<file path="config.mk">
export PLATFORM = sky130hd
export DESIGN_NAME = multi_cycle_control_flat
export DESIGN_NICKNAME = d
export VERILOG_FILES = /design/src/rtl/multi_cycle_control_if.sv /design/src/rtl/multi_cycle_control.sv /design/src/flat_wrapper.sv
export SDC_FILE = /design/constraint.sdc
export NUM_CORES = 1
export LEC_CHECK = 0
export ABC_AREA = 1
export CORE_MARGIN = 5
export CORE_UTILIZATION = 40
export CTS_CLUSTER_SIZE = 8
export DETAILED_ROUTE_END_ITERATION = 7
export DONT_BUFFER_PORTS = 1
export HOLD_SLACK_MARGIN = 0.15
export PLACE_DENSITY = 0.52
export SYNTH_ARGS = -nofsm -noshare
export SYNTH_HDL_FRONTEND = slang
export SYNTH_SLANG_ARGS = --single-unit
</file>
<file path="constraint.sdc">
create_clock -name CLK -period 2.3 [get_ports CLK]
set_clock_uncertainty 0.15 [all_clocks]
set_input_delay 0.69 -clock CLK [delete_from_list [all_inputs] [get_ports CLK]]
set_output_delay 0.69 -clock CLK [all_outputs]
set_load 0.05 [all_outputs]
</file>
<file path="src/rtl/multi_cycle_control_if.sv">
// ============================================================================
//  Module      : multi_cycle_control_if
//  Description : Control bus between the multi-cycle control unit and its
//                datapath. It carries the opcode and ALU flags in, and the
//                state plus every datapath enable and select out.
//  Revision    : 1.0  initial release
// ============================================================================
`default_nettype none

interface multi_cycle_control_if;
    logic [5:0] opcode;
    logic       zero;
    logic       sign;
    logic [2:0] state;
    logic       PCWre;
    logic       IRWre;
    logic       RegWrite;
    logic       MemtoReg;
    logic [1:0] RegDst;
    logic       WrRegDSrc;
    logic       ALUSrcA;
    logic       ALUSrcB;
    logic       ExtSel;
    logic [2:0] ALUOp;
    logic [1:0] PCSrc;
    logic       mRD;
    logic       mWR;

    // Control unit side: consumes opcode/flags, drives the datapath controls.
    modport master (
        input  opcode, zero, sign,
        output state, PCWre, IRWre, RegWrite, MemtoReg, RegDst, WrRegDSrc,
               ALUSrcA, ALUSrcB, ExtSel, ALUOp, PCSrc, mRD, mWR
    );

    // Datapath side: supplies opcode/flags, obeys the controls.
    modport slave (
        output opcode, zero, sign,
        input  state, PCWre, IRWre, RegWrite, MemtoReg, RegDst, WrRegDSrc,
               ALUSrcA, ALUSrcB, ExtSel, ALUOp, PCSrc, mRD, mWR
    );
endinterface

`default_nettype wire

</file>
<file path="src/rtl/multi_cycle_control.sv">
// ============================================================================
//  Module      : multi_cycle_control
//  Description : Multi-cycle control FSM. Sequences each instruction through
//                IF/ID/EXE/MEM/WB and decodes all datapath controls from the
//                registered state plus opcode/zero/sign.
//  Revision    : 1.0  initial release
// ============================================================================
`default_nettype none

module multi_cycle_control (
    input  wire logic              CLK,
    input  wire logic              Reset,
    multi_cycle_control_if.master  bus
);

    typedef enum logic [2:0] {
        S_IF      = 3'b000,
        S_ID      = 3'b001,
        S_EXE_MEM = 3'b010,
        S_MEM     = 3'b011,
        S_WB_L    = 3'b100,
        S_EXE_BR  = 3'b101,
        S_EXE_R   = 3'b110,
        S_WB_R    = 3'b111
    } state_t;

    localparam logic [5:0] c_OP_ADD   = 6'b000000;
    localparam logic [5:0] c_OP_SUB   = 6'b000001;
    localparam logic [5:0] c_OP_ADDIU = 6'b000010;
    localparam logic [5:0] c_OP_ANDI  = 6'b010000;
    localparam logic [5:0] c_OP_AND   = 6'b010001;
    localparam logic [5:0] c_OP_ORI   = 6'b010010;
    localparam logic [5:0] c_OP_OR    = 6'b010011;
    localparam logic [5:0] c_OP_SLL   = 6'b011000;
    localparam logic [5:0] c_OP_SLTI  = 6'b100110;
    localparam logic [5:0] c_OP_SLT   = 6'b100111;
    localparam logic [5:0] c_OP_SW    = 6'b110000;
    localparam logic [5:0] c_OP_LW    = 6'b110001;
    localparam logic [5:0] c_OP_BEQ   = 6'b110100;
    localparam logic [5:0] c_OP_BNE   = 6'b110101;
    localparam logic [5:0] c_OP_BLTZ  = 6'b110110;
    localparam logic [5:0] c_OP_J     = 6'b111000;
    localparam logic [5:0] c_OP_JR    = 6'b111001;
    localparam logic [5:0] c_OP_JAL   = 6'b111010;
    localparam logic [5:0] c_OP_HALT  = 6'b111111;

    state_t state_q;
    state_t state_d;

    logic [5:0] w_op;
    logic       w_is_rtype;
    logic       w_is_imm;
    logic       w_is_mem;
    logic       w_is_br;
    logic       w_is_jump;
    logic       w_is_halt;
    logic       w_is_defined;

    assign w_op       = bus.opcode;
    assign w_is_rtype = (w_op == c_OP_ADD) || (w_op == c_OP_SUB) || (w_op == c_OP_AND) ||
                        (w_op == c_OP_OR)  || (w_op == c_OP_SLL) || (w_op == c_OP_SLT);
    assign w_is_imm   = (w_op == c_OP_ADDIU) || (w_op == c_OP_ANDI) ||
                        (w_op == c_OP_ORI)   || (w_op == c_OP_SLTI);
    assign w_is_mem   = (w_op == c_OP_SW) || (w_op == c_OP_LW);
    assign w_is_br    = (w_op == c_OP_BEQ) || (w_op == c_OP_BNE) || (w_op == c_OP_BLTZ);
    assign w_is_jump  = (w_op == c_OP_J) || (w_op == c_OP_JR) || (w_op == c_OP_JAL);
    assign w_is_halt  = (w_op == c_OP_HALT);
    assign w_is_defined = w_is_rtype || w_is_imm || w_is_mem || w_is_br || w_is_jump || w_is_halt;

    // State register; asynchronous reset returns straight to instruction fetch.
    always_ff @(posedge CLK or negedge Reset) begin
        if (!Reset) state_q <= S_IF;
        else        state_q <= state_d;
    end

    // Next-state selection; undefined opcodes retire in ID like a nop.
    always_comb begin
        state_d = state_q;
        case (state_q)
            S_IF:      state_d = S_ID;
            S_ID: begin
                if (w_is_halt)                     state_d = S_ID;
                else if (w_is_jump || !w_is_defined) state_d = S_IF;
                else if (w_is_br)                  state_d = S_EXE_BR;
                else if (w_is_mem)                 state_d = S_EXE_MEM;
                else                               state_d = S_EXE_R;
            end
            S_EXE_MEM: state_d = S_MEM;
            S_MEM:     state_d = (w_op == c_OP_LW) ? S_WB_L : S_IF;
            S_WB_L:    state_d = S_IF;
            S_EXE_BR:  state_d = S_IF;
            S_EXE_R:   state_d = S_WB_R;
            S_WB_R:    state_d = S_IF;
            default:   state_d = S_IF;
        endcase
    end

    // Control decode; everything is held at 0 while Reset is low so no write
    // can leak out of an interrupted instruction.
    always_comb begin
        bus.state     = 3'b000;
        bus.PCWre     = 1'b0;
        bus.IRWre     = 1'b0;
        bus.RegWrite  = 1'b0;
        bus.MemtoReg  = 1'b0;
        bus.RegDst    = 2'b00;
        bus.WrRegDSrc = 1'b0;
        bus.ALUSrcA   = 1'b0;
        bus.ALUSrcB   = 1'b0;
        bus.ExtSel    = 1'b0;
        bus.ALUOp     = 3'b000;
        bus.PCSrc     = 2'b00;
        bus.mRD       = 1'b0;
        bus.mWR       = 1'b0;
        if (Reset) begin
            bus.state = state_q;
            // Datapath selects follow the opcode once it is in the IR.
            if (state_q != S_IF) begin
                if (w_is_rtype)                      bus.RegDst = 2'b10;
                else if (w_is_imm || w_op == c_OP_LW) bus.RegDst = 2'b01;
                bus.ALUSrcA = (w_op == c_OP_SLL);
                bus.ALUSrcB = w_is_imm || w_is_mem;
                bus.ExtSel  = !((w_op == c_OP_ANDI) || (w_op == c_OP_ORI));
                case (w_op)
                    c_OP_SUB, c_OP_BEQ, c_OP_BNE, c_OP_BLTZ: bus.ALUOp = 3'b001;
                    c_OP_SLL:                                bus.ALUOp = 3'b010;
                    c_OP_OR, c_OP_ORI:                       bus.ALUOp = 3'b011;
                    c_OP_AND, c_OP_ANDI:                     bus.ALUOp = 3'b100;
                    c_OP_SLT, c_OP_SLTI:                     bus.ALUOp = 3'b110;
                    default:                                 bus.ALUOp = 3'b000;
                endcase
            end
            case (state_q)
                S_IF: bus.IRWre = 1'b1;
                S_ID: begin
                    // Jumps and nops retire here; halt keeps PCWre low forever.
                    if (w_is_jump || !w_is_defined) bus.PCWre = 1'b1;
                    if (w_op == c_OP_JAL)           bus.RegWrite = 1'b1;
                    if (w_op == c_OP_J || w_op == c_OP_JAL) bus.PCSrc = 2'b11;
                    else if (w_op == c_OP_JR)               bus.PCSrc = 2'b10;
                end
                S_EXE_BR: begin
                    bus.PCWre = 1'b1;
                    if ((w_op == c_OP_BEQ  &&  bus.zero) ||
                        (w_op == c_OP_BNE  && !bus.zero) ||
                        (w_op == c_OP_BLTZ &&  bus.sign))
                        bus.PCSrc = 2'b01;
                end
                S_MEM: begin
                    if (w_op == c_OP_LW) bus.mRD = 1'b1;
                    else begin
                        bus.mWR   = 1'b1;
                        bus.PCWre = 1'b1;
                    end
                end
                S_WB_L: begin
                    bus.PCWre     = 1'b1;
                    bus.RegWrite  = 1'b1;
                    bus.MemtoReg  = 1'b1;
                    bus.WrRegDSrc = 1'b1;
                end
                S_WB_R: begin
                    bus.PCWre     = 1'b1;
                    bus.RegWrite  = 1'b1;
                    bus.WrRegDSrc = 1'b1;
                end
                default: ;
            endcase
        end
    end

endmodule

`default_nettype wire

</file>
<file path="src/flat_wrapper.sv">
// flat-port wrapper written by rule: the top's interface ports become plain ports
module multi_cycle_control_flat 
  (CLK, Reset, bus_opcode, bus_zero, bus_sign, bus_state, bus_PCWre, bus_IRWre, bus_RegWrite, bus_MemtoReg, bus_RegDst, bus_WrRegDSrc, bus_ALUSrcA, bus_ALUSrcB, bus_ExtSel, bus_ALUOp, bus_PCSrc, bus_mRD, bus_mWR);
  multi_cycle_control_if bus_i ();
  input  wire logic CLK;
  input  wire logic Reset;
  input wire logic [$bits(bus_i.opcode)-1:0] bus_opcode;
  input wire logic [$bits(bus_i.zero)-1:0] bus_zero;
  input wire logic [$bits(bus_i.sign)-1:0] bus_sign;
  output wire logic [$bits(bus_i.state)-1:0] bus_state;
  output wire logic [$bits(bus_i.PCWre)-1:0] bus_PCWre;
  output wire logic [$bits(bus_i.IRWre)-1:0] bus_IRWre;
  output wire logic [$bits(bus_i.RegWrite)-1:0] bus_RegWrite;
  output wire logic [$bits(bus_i.MemtoReg)-1:0] bus_MemtoReg;
  output wire logic [$bits(bus_i.RegDst)-1:0] bus_RegDst;
  output wire logic [$bits(bus_i.WrRegDSrc)-1:0] bus_WrRegDSrc;
  output wire logic [$bits(bus_i.ALUSrcA)-1:0] bus_ALUSrcA;
  output wire logic [$bits(bus_i.ALUSrcB)-1:0] bus_ALUSrcB;
  output wire logic [$bits(bus_i.ExtSel)-1:0] bus_ExtSel;
  output wire logic [$bits(bus_i.ALUOp)-1:0] bus_ALUOp;
  output wire logic [$bits(bus_i.PCSrc)-1:0] bus_PCSrc;
  output wire logic [$bits(bus_i.mRD)-1:0] bus_mRD;
  output wire logic [$bits(bus_i.mWR)-1:0] bus_mWR;
  assign bus_i.opcode = bus_opcode;
  assign bus_i.zero = bus_zero;
  assign bus_i.sign = bus_sign;
  assign bus_state = bus_i.state;
  assign bus_PCWre = bus_i.PCWre;
  assign bus_IRWre = bus_i.IRWre;
  assign bus_RegWrite = bus_i.RegWrite;
  assign bus_MemtoReg = bus_i.MemtoReg;
  assign bus_RegDst = bus_i.RegDst;
  assign bus_WrRegDSrc = bus_i.WrRegDSrc;
  assign bus_ALUSrcA = bus_i.ALUSrcA;
  assign bus_ALUSrcB = bus_i.ALUSrcB;
  assign bus_ExtSel = bus_i.ExtSel;
  assign bus_ALUOp = bus_i.ALUOp;
  assign bus_PCSrc = bus_i.PCSrc;
  assign bus_mRD = bus_i.mRD;
  assign bus_mWR = bus_i.mWR;
  multi_cycle_control u_core (.CLK(CLK), .Reset(Reset), .bus(bus_i));
endmodule
</file>
==> impl_metrics.toml, run 1 <==
[yosys]
synth_top_area_share_pct = 16.42
synth_top_area_cell = "nor2_1"
synth_edf_count = 0
synth.most_common_cell = "nor2_1"
synthFlopType = "dfrtp_1"
synth_warnings = 0
synth_cell_types = 18
synthTopCellsByArea = "nor2_1 (16%), nand2_1 (16%), inv_1 (15%)"
syn_area_sq_um = 594.3
synth_commonest_cells = "nor2_1 (26), nand2_1 (25), inv_1 (24), nand3_1 (11)"
synthesis.nets = 130
ys_ff_latch = 3
synth-async-reset-ratio_pct = 100.0
synth.avg_cell_area_sq_um = 4.953
synthesis.instances = 120
yosysSeqAreaShare_pct = 12.63

[floorplanning]
die_x_um = 48.55
ios = 30
initial_utilization_pct = 40.88
die_y_um = 48.55
num_rows = 14

[clock_tree]
root_buffer = "clkbuf_4"
ctsHoldBuffers = 1
cts_sinks = 3
cts_setup_buffers = 7
cts_resized = 36
cts-buffers-inserted = 3
clockBufferDepth = 2
htreeDepth = 1

[placement]
numPortBuffers = 0
gp_congestion = 0.9403
hpwl_um = 2119

[outcome]
status = "did not finish"
haltStage = "clock tree synthesis (4_1_cts)"
error_line = "[ERROR DPL-0038] Utilization greater than 100%, impossible to legalize"
-- cell families after synthesis --
family                 after synthesis  share of synthesized area [%]
AO/OA/AOI/OAI                       12                          11.58
buffers and inverters               27                          17.05
flip-flops                           3                          12.63
AND/OR/NAND/NOR                     78                          58.74
-- metrics by stage --
| step | worst slack (ns) | area [sq um] | cells |
|---|---|---|---|
| 3_3_place_gp | -0.1583 | 1254 | 178 |
| 3_5_place_dp | -0.1999 | 1254 | 178 |
| 2_1_floorplan | -0.2799 | 755.7 | 120 |
==> inputs of run 2 (changes only) <==
Settings changed: CORE_AREA from default to 5 5 66 68, CORE_MARGIN 5 to default, CORE_UTILIZATION 40 to default, CTS_CLUSTER_SIZE 8 to default, DIE_AREA from default to 0 0 71 73, HOLD_SLACK_MARGIN 0.15 to default, PLACE_DENSITY 0.52 to default, PLACE_DENSITY_LB_ADDON from default to 0.15.
==> impl_metrics.toml, run 2 <==
[floorplanning]
die_x_um = 71
die_y_um = 73
ios = 30
num_rows = 23
core_sq_mm = 0.003799
dieArea_sq_mm = 0.005183
initial_utilization_pct = 15.65

[timing]
rsz0062_at_grt = "true"
period_share_pct = 105.6
finalSetupViolations = 10
min_period_ns = 2.429
hold_viol_final = 0
fmax_ghz = 0.4116
setup_slack_ns = -0.1294
finalMaxSlewViolations = 0
slew_headroom_pct = 71.01
tightest_slew_ns = 0.4343

[yosys]
ys_ff_latch = 3
synth_top_area_share_pct = 16.42
synthFlopType = "dfrtp_1"
synthesis.instances = 120
synth_top_area_cell = "nor2_1"
synth_warnings = 0
synth.avg_cell_area_sq_um = 4.953
synth_commonest_cells = "nor2_1 (26), nand2_1 (25), inv_1 (24), nand3_1 (11)"
synth_edf_count = 0
synth.most_common_cell = "nor2_1"
synthTopCellsByArea = "nor2_1 (16%), nand2_1 (16%), inv_1 (15%)"
synthesis.nets = 130
syn_area_sq_um = 594.3
yosysSeqAreaShare_pct = 12.63
synth-async-reset-ratio_pct = 100.0
synth_cell_types = 18

[worst_setup_path]
slowest_stage = "nor2_4"
cp_data_arrival_time_ns = 1.59
cp_max_fo = 6
crit_chain = "nor2_4 -> inv_2 -> nor3_2 -> buf_4 -> nor2_2 -> buf_4 -> nor2_4 -> buf_12"
max_stage_delay_ns = 0.17
crit_path_end_kind = "primary output"
crit_required_ns = 1.46
criticalPathCategory = "in2out"
critPathLaunchType = "input port"

[run]
max-cap-violations = 0

[power]
p_leak_nw = 0.6927
power_density_mw_per_mm2 = 683.4
peakVddDrop_uv = 246.2

[detailed_routing]
drt.antenna.violating_nets = 0
drt_pass1_iterations = 4
routed_via_density = 4.197
dr_total_vias = 936
drc = 0
routedWlPerCell_um = 11.43
drtIter0Drc = 46
routed_wl_um = 2548

[layout]
largest_reg_flops = 3
n_antenna_cell = 0
nets = 184
multi_input_area_sq_um = 676.9
layout_commonest_cell = "buf_4"
top_regs = "u_core.state_q x3"
seq_area_sq_um = 75.07
final_cell_mix = "buf_4 (33), nand2_1 (16), buf_12 (13)"
fillers = 423
postLayoutCellArea_sq_mm = 0.001529
utilization_pct = 40.25
drive_above_1_share_pct = 68.21
top_register = "u_core.state_q"
areaGrowthSynthToFinish_pct = 157.3

[outcome]
failed_checks = "setup timing"
status = "finished, violations left"

[global_routing]
grtUsageTotal_pct = 9.419
grt_pass1_wl_um = 4022
grt_pass1_vias = 960
antenna_found_initial = 0
overflow = 0
grt_max_degree = 9

[clock_tree]
clockBufferDepth = 2
root_buffer = "clkbuf_8"
cts_sinks = 3
clkTransAtPathRegs_ns = 0.03
cts-buffers-inserted = 3
ctsHoldBuffers = 0
cts_tree = "built"
htreeDepth = 1
clk_latency_ns = 0.22

[placement]
placed_area_sq_mm = 0.001304
numPortBuffers = 0
gp_congestion = 0.8629
hpwl_um = 2056

[min_path]
hp-class = "in2async"
## run 2: cell counts after synthesis
No cell type changed its count.
## run 2: area by class of cell
type	instances	area share (%)
repair buffers	49	35.43
multi-input cells	90	44.27
well taps	50	4.092
flip-flops and latches	3	4.910
inverters	27	8.347
clock buffers	4	2.946
## run 2: kinds of logic after synthesis
kind of cell,synth area share [%]
buffers and inverters,17.05
AO/OA/AOI/OAI,11.58
AND/OR/NAND/NOR,58.74
flip-flops,12.63
## run 2: routing by layer
layer	track usage [%]	vias to the layer above	part of all wire [%]
met2	17.40	24	53
met3	1.653	2	4.7
li1	-	486	-
met5	0	-	0
met4	2.923	0	0.43
met1	11.00	424	41
## run 2: metrics by stage
step	setup slack (ns)	setup TNS [ns]	power [mW]	cells	hold slack (ns)
floorplan	-0.2799	-1.254	0.5335	120	0.2444
global placement	-0.1799	-1.304	0.8016	213	0.2446
detailed placement	-0.1964	-1.251	0.8055	213	0.2446
CTS	-0.1291	-1.026	1.016	220	0.01499
global route	-0.2117	-1.579	1.102	223	0.01404
finish	-0.1294	-0.8818	1.045	223	0.01948
## run 2: worst paths after layout
| path | end | cells after the start | startpoint | slack (ns) |
|---|---|---|---|---|
| worst min register to register | u_core.state_q[1]$_DFF_PN0_ | 3 | u_core.state_q[0]$_DFF_PN0_ | 0.51 |
| worst max-delay path | bus_ALUSrcB | 8 | bus_opcode[3] | -0.13 |
| worst min-delay path | u_core.state_q[1]$_DFF_PN0_ | 0 | Reset | 0.02 |
| worst max register to register | u_core.state_q[2]$_DFF_PN0_ | 6 | u_core.state_q[2]$_DFF_PN0_ | 0.84 |
| max in group asynchronous | u_core.state_q[0]$_DFF_PN0_ | 0 | Reset | 1.91 |
| min in group CLK | u_core.state_q[1]$_DFF_PN0_ | 3 | u_core.state_q[0]$_DFF_PN0_ | 0.51 |
## run 2: power breakdown
group | switching, mW | internal, mW | total (mW)
registers | 0.0212 | 0.0736 | 0.0947
logic | 0.487 | 0.310 | 0.797
clock network | 0.0354 | 0.118 | 0.154
## run 2: worst max-delay path: cells and delay by family
kind	cells	cell delay, ns
simple gates	4	0.39
buf+inv	4	0.49
## run 2: timing repair
action | CTS | global route
setup endpoints to repair | 15 | 15
gates resized for setup | 31 | 12
pin swaps | 12 | 8
buffers inserted | 3 | 3
No activity file was read; power rests on OpenSTA's default activity.
